==> config.mk <==
export PLATFORM = sky130hd
export DESIGN_NAME = react_test_ctrl
export DESIGN_NICKNAME = d
export VERILOG_FILES = /design/src/rtl/react_pkg.sv /design/src/rtl/react_lfsr16.sv /design/src/rtl/react_test_ctrl.sv
export SDC_FILE = /design/constraint.sdc
export NUM_CORES = 1
export LEC_CHECK = 0
export ABC_AREA = 1
export CAP_MARGIN = 10
export CORE_ASPECT_RATIO = 0.8
export CORE_MARGIN = 2
export CORE_UTILIZATION = 35
export DETAILED_ROUTE_END_ITERATION = 6
export SYNTH_ARGS = -nofsm -noshare
export SYNTH_HDL_FRONTEND = slang
export SYNTH_SLANG_ARGS = --single-unit
==> constraint.sdc <==
create_clock -name clock -period 9.2 [get_ports clock]
set_input_delay 2.76 -clock clock [delete_from_list [all_inputs] [get_ports clock]]
set_output_delay 2.76 -clock clock [all_outputs]
set_load 0.005 [all_outputs]
==> src/rtl/react_pkg.sv <==
// rtl/react_pkg.sv - shared types and constants for the reaction test controller
package react_pkg;

    // Session states; encodings are visible on the state output
    typedef enum logic [2:0] {
        ST_IDLE        = 3'd0,
        ST_DELAY       = 3'd1,
        ST_MEASURE     = 3'd2,
        ST_RESULT      = 3'd3,
        ST_FALSE_START = 3'd4,
        ST_DONE        = 3'd5
    } react_state_e;

    localparam logic [15:0] LFSR_SEED = 16'hACE1;

    // Taps 16,14,13,11 of a right-shifting Fibonacci register sit at bit positions 0,2,3,5
    localparam logic [15:0] LFSR_TAPS = 16'h002D;

    // Time recorded for a trial that ends without a reaction
    localparam int TIMEOUT_MS_DEFAULT = 10000;

    // The controller clock runs at 1 kHz, so one cycle is one millisecond
    localparam int CYCLES_PER_MS = 1;

endpackage

==> src/rtl/react_lfsr16.sv <==
// rtl/react_lfsr16.sv - free-running 16-bit Fibonacci LFSR for foreperiod randomisation
module react_lfsr16
    import react_pkg::*;
(
    input  logic        clock,
    input  logic        reset,
    output logic [15:0] value
);

    logic [15:0] r_lfsr;
    logic        w_feedback;

    assign w_feedback = ^(r_lfsr & LFSR_TAPS);
    assign value      = r_lfsr;

    // Shift right every cycle, feeding the tap parity back into the MSB
    always_ff @(posedge clock or posedge reset) begin
        if (reset) begin
            r_lfsr <= LFSR_SEED;
        end else begin
            r_lfsr <= {w_feedback, r_lfsr[15:1]};
        end
    end

endmodule

==> src/rtl/react_test_ctrl.sv <==
// rtl/react_test_ctrl.sv - reaction test session controller with trial statistics
module react_test_ctrl
    import react_pkg::*;
#(
    parameter int ROUNDS      = 4,
    parameter int MIN_DELAY   = 1000 * CYCLES_PER_MS,
    parameter int RAND_BITS   = 12,
    parameter int TIMEOUT_MS  = TIMEOUT_MS_DEFAULT,
    parameter int HOLD_CYCLES = 2000 * CYCLES_PER_MS
) (
    input  logic        clock,
    input  logic        reset,
    input  logic        start,
    input  logic        react,
    input  logic [31:0] t_react,
    input  logic        react_exceed,
    output logic        random_finish,
    output logic        go_led,
    output logic [2:0]  state,
    output logic [3:0]  round_idx,
    output logic [31:0] last_time,
    output logic [31:0] best_time,
    output logic [31:0] avg_time,
    output logic        done,
    output logic        false_start
);

    localparam int LOG2_R = $clog2(ROUNDS);
    localparam int SUM_W  = 32 + LOG2_R;
    localparam int RND_W  = $clog2(ROUNDS + 1);
    localparam int DLY_W  = $clog2(MIN_DELAY + (1 << RAND_BITS));
    localparam int HOLD_W = (HOLD_CYCLES > 1) ? $clog2(HOLD_CYCLES) : 1;

    react_state_e      r_state;
    react_state_e      w_next;
    logic              r_start_q;
    logic [DLY_W-1:0]  r_delay_cnt;
    logic [HOLD_W-1:0] r_hold_cnt;
    logic [RND_W-1:0]  r_round_idx;
    logic [SUM_W-1:0]  r_sum;
    logic [31:0]       r_last;
    logic [31:0]       r_best;
    logic [31:0]       r_avg;

    logic [15:0]       w_lfsr;
    logic              w_unused_lfsr;
    logic              w_start_rise;
    logic              w_meas_hit;
    logic [31:0]       w_meas_val;
    logic              w_last_round;
    logic              w_hold_done;
    logic [DLY_W-1:0]  w_delay_seed;

    react_lfsr16 u_lfsr (
        .clock (clock),
        .reset (reset),
        .value (w_lfsr)
    );

    // Only the low RAND_BITS of the LFSR shape the foreperiod
    assign w_unused_lfsr = ^w_lfsr;

    assign w_start_rise = start & ~r_start_q;
    assign w_meas_hit   = (t_react != 32'd0) | react_exceed;
    assign w_meas_val   = (t_react != 32'd0) ? t_react : 32'(TIMEOUT_MS);
    assign w_last_round = (r_round_idx == RND_W'(ROUNDS));
    assign w_hold_done  = (r_hold_cnt == '0);
    assign w_delay_seed = DLY_W'(MIN_DELAY) + DLY_W'(w_lfsr[RAND_BITS-1:0]);

    assign random_finish = (r_state == ST_MEASURE);
    assign go_led        = random_finish;
    assign state         = r_state;
    assign round_idx     = 4'(r_round_idx);
    assign last_time     = r_last;
    assign best_time     = r_best;
    assign avg_time      = r_avg;
    assign done          = (r_state == ST_DONE);
    assign false_start   = (r_state == ST_FALSE_START);

    // State register
    always_ff @(posedge clock or posedge reset) begin
        if (reset) begin
            r_state <= ST_IDLE;
        end else begin
            r_state <= w_next;
        end
    end

    // Next-state selection; react beats foreperiod expiry, t_react beats timeout
    always_comb begin
        w_next = r_state;
        case (r_state)
            ST_IDLE, ST_DONE: begin
                if (w_start_rise) w_next = ST_DELAY;
            end
            ST_DELAY: begin
                if (react)                     w_next = ST_FALSE_START;
                else if (r_delay_cnt == '0)    w_next = ST_MEASURE;
            end
            ST_MEASURE: begin
                if (w_meas_hit) w_next = ST_RESULT;
            end
            ST_RESULT: begin
                if (w_hold_done) w_next = w_last_round ? ST_DONE : ST_DELAY;
            end
            ST_FALSE_START: begin
                if (w_hold_done) w_next = ST_DELAY;
            end
            default: w_next = ST_IDLE;
        endcase
    end

    // Foreperiod and display-hold counters, reloaded on entry to their states
    always_ff @(posedge clock or posedge reset) begin
        if (reset) begin
            r_start_q   <= 1'b0;
            r_delay_cnt <= '0;
            r_hold_cnt  <= '0;
        end else begin
            r_start_q <= start;

            if (r_state == ST_DELAY) begin
                r_delay_cnt <= r_delay_cnt - DLY_W'(1);
            end
            if ((w_next == ST_DELAY) && (r_state != ST_DELAY)) begin
                r_delay_cnt <= w_delay_seed;
            end

            if (!w_hold_done) begin
                r_hold_cnt <= r_hold_cnt - HOLD_W'(1);
            end
            if (((w_next == ST_RESULT) || (w_next == ST_FALSE_START)) && (w_next != r_state)) begin
                r_hold_cnt <= HOLD_W'(HOLD_CYCLES - 1);
            end
        end
    end

    // Session statistics: cleared on a new session, updated once per valid trial
    always_ff @(posedge clock or posedge reset) begin
        if (reset) begin
            r_round_idx <= '0;
            r_sum       <= '0;
            r_last      <= '0;
            r_best      <= '1;
            r_avg       <= '0;
        end else begin
            if (((r_state == ST_IDLE) || (r_state == ST_DONE)) && w_start_rise) begin
                r_round_idx <= '0;
                r_sum       <= '0;
                r_last      <= '0;
                r_best      <= '1;
                r_avg       <= '0;
            end
            if ((r_state == ST_MEASURE) && w_meas_hit) begin
                r_last      <= w_meas_val;
                r_sum       <= r_sum + SUM_W'(w_meas_val);
                r_round_idx <= r_round_idx + RND_W'(1);
                if (w_meas_val < r_best) r_best <= w_meas_val;
            end
            if ((r_state == ST_RESULT) && w_hold_done && w_last_round) begin
                r_avg <= 32'(r_sum >> LOG2_R);
            end
        end
    end

endmodule
==> results of run 1 <==
## sequential cells by signal (all words and copies together), names as in the netlist, 11 cells and up
name / flops
avg_time: 32
best_time: 32
last_time: 32
r_delay_cnt: 13
r_hold_cnt: 11
r_sum: 34
u_lfsr.value: 16
## path summary, 6_finish.rpt
| path | depth (start not counted) | start | endpoint |
|---|---|---|---|
| worst max-delay path | 18 | t_react[28] | best_time[6] |
| worst min-delay path | 0 | u_lfsr.value[12] | u_lfsr.value[11] |
| worst max register to register | 9 | state[1] | r_sum[20] |
| worst min register to register | 0 | u_lfsr.value[12] | u_lfsr.value[11] |
| max in group asynchronous | 3 | reset | avg_time[18] |
| min in group asynchronous | 2 | reset | r_delay_cnt[4] |
## worst max-delay path: cells and delay by family
| kind | cells | cell delay [ps] |
|---|---|---|
| compound gates | 3 | 390 |
| simple gates | 11 | 1820 |
| fa+ha+maj | 1 | 150 |
| buf+inv | 3 | 990 |
## final cells by class
cell class | instances | share of cell area [%]
clock buffer | 24 | 3.712
multi-input combinational | 902 | 39.37
clock inverter | 8 | 0.6203
inverter | 195 | 5.799
timing repair buffer | 148 | 11.54
sequential | 177 | 35.25
tap | 377 | 3.712
## layout by cell type, fill, tap and decap left out, drive strengths merged, types with 4 or more instances in the layout
cell / count
a21boi: 4
a21oi: 68
buf: 6
clkbuf: 24
clkdlybuf4s50: 142
clkinvlp: 4
dfrtp: 137
dfstp: 40
ha: 68
inv: 196
nand2: 237
nand3: 85
nand3b: 4
nand4: 8
nor2: 128
nor3: 14
nor4: 4
o211ai: 5
o21ai: 202
o21bai: 6
o22ai: 18
or2: 6
xnor2: 14
xor2: 14
## cell families after synthesis
group,Yosys count
other cells,1
mux,2
xor+xnor,28
flops,177
simple gates,488
compound gates,314
buf+inv,256
fa+ha+maj,69
## report_power, final
part | internal [mW] | leakage (nW) | switching [mW] | total, mW
Sequential | 0.825 | 2.26 | 0.0440 | 0.869
Combinational | 0.173 | 3.54 | 0.323 | 0.496
Clock | 0.388 | 0.257 | 0.318 | 0.706
Total | 1.39 | 6.06 | 0.685 | 2.07
## layer usage
layer | track usage [%] | vias to the layer above
li1 | - | 4571
met1 | 29.68 | 4359
met2 | 28.49 | 270
met3 | 4.460 | 22
met4 | 4.033 | 0
met5 | 0 | -
## per-stage QoR
stage | util [%] | power, mW
2_1_floorplan | - | 1.241
3_3_place_gp | 41.41 | 1.376
3_5_place_dp | 41.41 | 1.382
4_1_cts | 43.29 | 2.091
5_1_grt | 43.29 | 2.192
6_report | 43.29 | 2.071
==> impl_metrics.json, run 1 <==
{
  "worst_slew_pin_slew_ps": 1005,
  "die-area_mm2": 0.03134,
  "dpl_worst_slack_ps": 2966,
  "cts_root_buffer": "clkbuf_16",
  "dp_cells": 1799,
  "synth_edf_count": 0,
  "finalHoldViolations": 0,
  "critPathMostFrequentCell": "nand2_1",
  "place_hpwl_mm": 22.27,
  "dpl-instance-area_mm2": 0.01216,
  "yosysWarnings": 0,
  "drive_gt1_share_pct": 8.528,
  "synth-seq-area-share_pct": 42.76,
  "synth_ff_type": "dfrtp_1",
  "p_leak_nw": 6.062,
  "relSlewSlack_pct": 33.00,
  "grtUsageTotal_pct": 19.66,
  "nNetsFinal": 1547,
  "register_area_mm2": 0.004479,
  "synth_common_cells": "nand2_1, o21ai_0, inv_1, dfrtp_1, nor2_1",
  "hold_class": "reg -> reg",
  "critical_path_peak_fanout": 44,
  "stdcell_area_mm2": 0.01271,
  "finalClockSkew_ps": 12.63,
  "crit_type": "in -> reg",
  "core_mm2": 0.02936,
  "drt-total-wl_mm": 30.04,
  "gp_congestion": 0.9198,
  "max_cap_viol_count": 0,
  "cp_data_required_time_ps": 9570,
  "via_per_inst": 5.037,
  "cp-start-kind": "input pin",
  "synth_top_area_share_pct": 32.72,
  "clk_path_buf_depth": 2,
  "fmax_ghz": 0.1727,
  "post_cts_buffers": 0,
  "die_h_um": 158.7,
  "synth_simple_gate_area_share_pct": 20.76,
  "synth_top_family_by_area": "simple AND/OR/NAND/NOR gates",
  "drtAntennaViolNets": 0,
  "grt_pass1_wl_mm": 49.02,
  "avgSynthCellArea_um2": 7.847,
  "antenna_cells": 0,
  "route.met3.wl_mm": 2.108,
  "grt_pass1_vias": 8875,
  "start_util_pct": 35.68,
  "clock_latency_ps": 440,
  "whs_ps": 354.0,
  "finalNonFillerCells": 1831,
  "critPathArrivalTime_ps": 6150,
  "r2r_slack_ps": 6100,
  "maxUsedRoutingLayer": "met4",
  "synth_cells": 1335,
  "async_flop_share_pct": 100.0,
  "synthToLayoutAreaGrowth_pct": 21.31,
  "fin_crit_sh_pct": 62.92,
  "gr-total-overflow": 0,
  "cts_sinks": 177,
  "cts_tree": "built",
  "drcViolationCount": 0,
  "setup_slack_ps": 3411,
  "dr.pass1.iters": 5,
  "drtIter0Drc": 645,
  "slowest_stage": "clkdlybuf4s50_1",
  "grt_setup_unrepaired": "no",
  "portBuffers": 142,
  "cts_made_buffers": 17,
  "multiInputGateArea_mm2": 0.005004,
  "muxShareOfSynthArea_pct": 0.1911,
  "setup-violations-final": 0,
  "wl_per_cell_um": 16.40,
  "die_x_um": 197.4,
  "worstPathCellList": "clkdlybuf4s50_1 > nor2_1 > nand2_1 > nor2_1 > nand2_1 > nor2_4 > nor2_1 > inv_1 > ha_1 > nand3_1 > nor3_1 > o21ai_0 > nand2_1 > nand3_1 > nand2_1 > buf_4 > o21ai_0 > o21ai_0",
  "synth_most_common_cell": "nand2_1",
  "hold_buffers": 0,
  "antenna_found_initial": 0,
  "grt_start_max_net_pins": 101,
  "drv_slew": 0,
  "synthesis.nets": 1441,
  "synth_compound_area_share_pct": 16.12,
  "io_pins": 144,
  "synth.top_cells.by_area": "dfrtp_1, dfstp_2, o21ai_0, nand2_1, ha_1",
  "ir_worst_vdd_mv": 0.1213,
  "setup_tns_ps": 0,
  "rows": 56,
  "ys_ff_latch": 177,
  "synth_adder_area_share_pct": 8.312,
  "synth_area_mm2": 0.01048,
  "slowest_delay_ps": 470,
  "period_needed_ps": 5789,
  "status": "completed",
  "power_density_mw_per_mm2": 162.9,
  "ctsResizeCount": 0,
  "nFillCells": 2917,
  "path_clk_slew_ps": 70,
  "end_kind": "flip-flop",
  "yosysUniqueCellTypes": 49,
  "yosysTopAreaCell": "dfrtp_1",
  "synth_xor_area_share_pct": 2.341,
  "vias": 9222,
  "wl_met2_mm": 12.57,
  "cts_htree_levels": 4,
  "drt-met1-wl_mm": 15.11
}
Note: power is estimated with default switching activity, not from simulation.
==> run 2: changes to the inputs <==
==> constraint.sdc (replaced) <==
create_clock -name clock -period 5.9 [get_ports clock]
set_input_delay 1.77 -clock clock [delete_from_list [all_inputs] [get_ports clock]]
set_output_delay 1.77 -clock clock [all_outputs]
set_load 0.005 [all_outputs]
==> impl_metrics.json, run 2 (synthesized netlist as in run 1, its figures left out) <==
{
  "critical_path_peak_fanout": 6,
  "cts_made_buffers": 17,
  "die_h_um": 158.7,
  "drive_gt1_share_pct": 8.997,
  "crit_type": "in -> reg",
  "grtUsageTotal_pct": 20.17,
  "vias": 9183,
  "period_needed_ps": 4729,
  "critPathArrivalTime_ps": 5030,
  "hold_class": "reg -> reg",
  "place_hpwl_mm": 22.38,
  "dp_cells": 1801,
  "clock_latency_ps": 440,
  "dr.pass1.iters": 5,
  "portBuffers": 142,
  "fin_crit_sh_pct": 80.15,
  "cts_htree_levels": 4,
  "synthToLayoutAreaGrowth_pct": 22.21,
  "cts_sinks": 177,
  "post_cts_buffers": 0,
  "hold_buffers": 0,
  "status": "completed",
  "antenna_cells": 0,
  "core_mm2": 0.02936,
  "drt-total-wl_mm": 30.23,
  "slowest_delay_ps": 480,
  "antenna_found_initial": 0,
  "cts_tree": "built",
  "gr-total-overflow": 0,
  "drcViolationCount": 0,
  "worstPathCellList": "clkdlybuf4s50_1 > nor2_1 > nand2_1 > nor2_1 > nand2_1 > nor2_4 > nor2_1 > inv_1 > ha_1 > a21oi_1 > nor2_1 > nor2_1 > a21boi_0 > o21ai_0 > nand2_1 > nand3_1 > nand3_1 > o21ai_0",
  "cp_data_required_time_ps": 6200,
  "grt_setup_unrepaired": "no",
  "die-area_mm2": 0.03134,
  "fin_util_pct": 43.61,
  "cts_root_buffer": "clkbuf_16",
  "wl_per_cell_um": 16.49,
  "finalHoldViolations": 0,
  "io_pins": 144,
  "path_clk_slew_ps": 70,
  "grt_start_max_net_pins": 90,
  "grt_pass1_wl_mm": 49.77,
  "rows": 56,
  "final_cell_mix": "nand2_1, o21ai_0, inv_1",
  "cp-start-kind": "input pin",
  "setup-violations-final": 0,
  "drtIter0Drc": 443,
  "worst_slew_pin_slew_ps": 799.4,
  "fmax_ghz": 0.2115,
  "via_per_inst": 5.010,
  "stdcell_area_mm2": 0.01280,
  "drv_slew": 0,
  "final_common_cell": "nand2_1",
  "nFillCells": 2979,
  "regMostFlops": "r_sum",
  "critPathMostFrequentCell": "nor2_1",
  "finalClockSkew_ps": 11.72,
  "start_util_pct": 35.68,
  "finalNonFillerCells": 1833,
  "drtAntennaViolNets": 0,
  "dpl-instance-area_mm2": 0.01218,
  "nNetsFinal": 1549,
  "setup_tns_ps": 0,
  "path_buf_inv": 2,
  "ctsResizeCount": 0,
  "clk_path_buf_depth": 2,
  "largest_register_ffs": 34,
  "power_density_mw_per_mm2": 262.8,
  "die_x_um": 197.4,
  "cp_top_family": "simple AND/OR/NAND/NOR gates",
  "slowest_stage": "clkdlybuf4s50_1",
  "ir_worst_vdd_mv": 0.2243,
  "grt_pass1_vias": 9064,
  "end_kind": "flip-flop",
  "max_cap_viol_count": 0,
  "p_leak_nw": 6.115,
  "relSlewSlack_pct": 46.42,
  "gp_congestion": 0.8987
}
==> run 2: final timing paths <==
| path | start | endpoint | depth (start not counted) | slack [ps] |
|---|---|---|---|---|
| worst max register to register | state[0] | r_sum[18] | 9 | 3020 |
| min in group asynchronous | reset | r_delay_cnt[6] | 2 | 1770 |
| worst max-delay path | t_react[28] | r_sum[19] | 18 | 1170 |
| max in group asynchronous | reset | r_sum[24] | 3 | 2920 |
| worst min register to register | u_lfsr.value[12] | u_lfsr.value[11] | 0 | 350 |
| worst min-delay path | u_lfsr.value[12] | u_lfsr.value[11] | 0 | 350 |
==> run 2: worst reg2reg max path: cells and delay by family, from the launching register on <==
kind                   cells  cell delay, ps
AO/OA/AOI/OAI              2             400
buffers and inverters      4            1110
flip-flops                 1             480
AND/OR/NAND/NOR            3             790
==> run 2: where the power goes <==
| part | total, mW | internal (mW) | switching [mW] |
|---|---|---|---|
| combinational | 0.781 | 0.273 | 0.508 |
| sequential | 1.35 | 1.29 | 0.0685 |
| clock | 1.23 | 0.681 | 0.548 |
==> run 2: layout make-up <==
| type | instances | area, um^2 | area share [%] |
|---|---|---|---|
| Inverter | 195 | 735.7 | 5.746 |
| Clock inverter | 15 | 193.9 | 1.515 |
| Sequential cell | 177 | 4479 | 34.98 |
| Tap cell | 377 | 471.7 | 3.684 |
| Multi-Input combinational cell | 902 | 5004 | 39.08 |
| Timing Repair Buffer | 150 | 1494 | 11.67 |
| Clock buffer | 17 | 425.4 | 3.323 |
==> run 2: per-layer routing <==
| metal | share of wire [%] | vias up | track usage (%) |
|---|---|---|---|
| li1 | - | 4583 | - |
| met1 | 51 | 4342 | 30.18 |
| met2 | 42 | 244 | 29.40 |
| met3 | 6.3 | 14 | 4.885 |
| met4 | 0.99 | 0 | 3.999 |
| met5 | 0 | - | 0 |
==> run 2: through the flow <==
step           total power [mW]  hold WS, ps  setup WS (ps)
3_5_place_dp              2.163        337.6          666.9
5_1_grt                   3.575        359.1          693.5
4_1_cts                   3.407        355.2           1134
2_1_floorplan             1.936        333.0           1896
6_report                  3.364        352.6           1171
3_3_place_gp              2.152        333.7          788.1
==> run 3: changes to the inputs <==
==> constraint.sdc (replaced) <==
create_clock -name clock -period 4.06 [get_ports clock]
set_input_delay 1.218 -clock clock [delete_from_list [all_inputs] [get_ports clock]]
set_output_delay 1.218 -clock clock [all_outputs]
set_load 0.005 [all_outputs]
==> impl_metrics.json, run 3 (synthesized netlist as in run 1, its figures left out) <==
{
  "gp_congestion": 0.9333,
  "relSlewSlack_pct": 60.00,
  "ir_worst_vdd_mv": 0.2881,
  "grt_pass1_vias": 9327,
  "largest_register_ffs": 34,
  "clock_latency_ps": 450,
  "slowest_stage": "clkdlybuf4s50_1",
  "drtIter0Drc": 606,
  "finalNonFillerCells": 1920,
  "cp_top_family": "simple AND/OR/NAND/NOR gates",
  "drtAntennaViolNets": 0,
  "critical_path_peak_fanout": 6,
  "stdcell_area_mm2": 0.01344,
  "regMostFlops": "r_sum",
  "drv_slew": 0,
  "vias": 9505,
  "power_density_mw_per_mm2": 351.8,
  "critPathMostFrequentCell": "nor2_1",
  "slowest_delay_ps": 460,
  "status": "completed",
  "cts_root_buffer": "clkbuf_16",
  "finalClockSkew_ps": 13.27,
  "drive_gt1_share_pct": 14.26,
  "core_mm2": 0.02936,
  "finalHoldViolations": 0,
  "dpl-instance-area_mm2": 0.01285,
  "fin_util_pct": 45.77,
  "cts_made_buffers": 17,
  "drt-total-wl_mm": 30.71,
  "cts_tree": "built",
  "antenna_found_initial": 0,
  "nNetsFinal": 1636,
  "worst_slew_pin_slew_ps": 599.1,
  "worstPathCellList": "clkdlybuf4s50_1 > nor2_1 > nand2_1 > nor2_1 > nand2_1 > nor2_4 > nor2_1 > inv_1 > ha_1 > a21oi_1 > nor2_1 > nor2_1 > a21boi_1 > o21ai_0 > nand2_1 > nand3_1 > nand3_1 > o21ai_0",
  "max_cap_viol_count": 0,
  "p_total_mw": 4.726,
  "place_hpwl_mm": 23.44,
  "setup-violations-final": 0,
  "grt_start_max_net_pins": 69,
  "die_h_um": 158.7,
  "nFillCells": 2905,
  "setup.worst_path.start": "t_react[4]",
  "period_needed_ps": 3730,
  "hold_class": "reg -> reg",
  "clk_path_buf_depth": 2,
  "hold_buffers": 0,
  "portBuffers": 142,
  "min-delay-start": "u_lfsr.value[12]",
  "fmax_ghz": 0.2681,
  "grt_pass1_wl_mm": 50.91,
  "gr-total-overflow": 0,
  "io_pins": 144,
  "dpl_worst_slack_ps": -252.4,
  "setup_tns_ps": 0,
  "start_util_pct": 35.68,
  "wl_per_cell_um": 16.00,
  "die-area_mm2": 0.03134,
  "drcViolationCount": 0,
  "final_common_cell": "nand2_1",
  "cp-start-kind": "input pin",
  "die_x_um": 197.4,
  "path_buf_inv": 2,
  "dp_cells": 1887,
  "p_leak_nw": 6.503,
  "synthToLayoutAreaGrowth_pct": 28.26,
  "dr.pass1.iters": 5,
  "worstReg2RegStart": "r_sum[0]",
  "end_kind": "flip-flop",
  "critPathArrivalTime_ps": 4030,
  "antenna_cells": 0,
  "cts_sinks": 177,
  "via_per_inst": 4.951,
  "cp_data_required_time_ps": 4360,
  "path_clk_slew_ps": 70,
  "rows": 56,
  "grtUsageTotal_pct": 20.59,
  "final_cell_mix": "nand2_1, o21ai_0, inv_1",
  "crit_type": "in -> reg",
  "setup_slack_ps": 330.2,
  "whs_ps": 357.1,
  "cts_htree_levels": 4,
  "fin_crit_sh_pct": 91.87
}
-- run 3: changes by cell type in the layout (fill, tap and decap cells not counted), moves of 2 or more --
cell	previous run	this run
inv_6	6	2
clkinvlp_4	3	5
clkinv_4	1	3
buf_12	1	3
inv_8	2	0
ha_4	0	2
clkbuf_1	0	2
bufinv_16	3	0
buf_4	7	92
clkbuf_8	0	2
ha_1	68	65
a21boi_1	0	2
a21boi_0	4	2
-- run 3: layout make-up --
class	count	area (um^2)	area share, %
multi-input combinational	902	5034	37.46
sequential	177	4479	33.34
timing repair buffer	237	2172	16.17
inverter	195	735.7	5.475
tap	377	471.7	3.511
clock buffer	21	460.4	3.427
clock inverter	11	83.83	0.6239
-- run 3: worst paths after layout --
path	depth (start not counted)	slack [ps]	endpoint
hold reg to reg	0	360	u_lfsr.value[11]
min in group asynchronous	2	1020	avg_time[9]
setup / recovery	18	330	r_sum[19]
hold / removal	0	360	u_lfsr.value[11]
max in group asynchronous	3	2290	r_hold_cnt[7]
setup reg to reg	13	1550	r_sum[28]
-- run 3: power breakdown --
| group | leakage [nW] | switching [mW] | internal (mW) |
|---|---|---|---|
| Combinational | 3.98 | 0.746 | 0.444 |
| Sequential | 2.26 | 0.101 | 1.87 |
| Clock | 0.256 | 0.746 | 0.819 |
-- run 3: repair_timing --
| item | 4_1_cts | 5_1_grt |
|---|---|---|
| endpoints found under the hold margin | 0 | 0 |
| setup endpoints to repair | 0 | 6 |
| setup buffers | 0 | 1 |
| resized for setup | 0 | 6 |
-- run 3: worst reg2reg max path, delay by kind of cell, from the launching register on --
| family | cells | cell delay, ps |
|---|---|---|
| DFF | 1 | 360 |
| buffers and inverters | 4 | 430 |
| AOI/OAI and AO/OA | 5 | 750 |
| and+or+nand+nor | 2 | 270 |
| adders and majority gates | 2 | 550 |
-- run 3: routing by layer --
metal	up-vias	track usage (%)	share of wire [%]
li1	4752	-	-
met1	4477	30.78	51
met2	247	29.35	41
met3	29	4.928	6.5
met4	0	5.605	1.5
met5	-	0	0
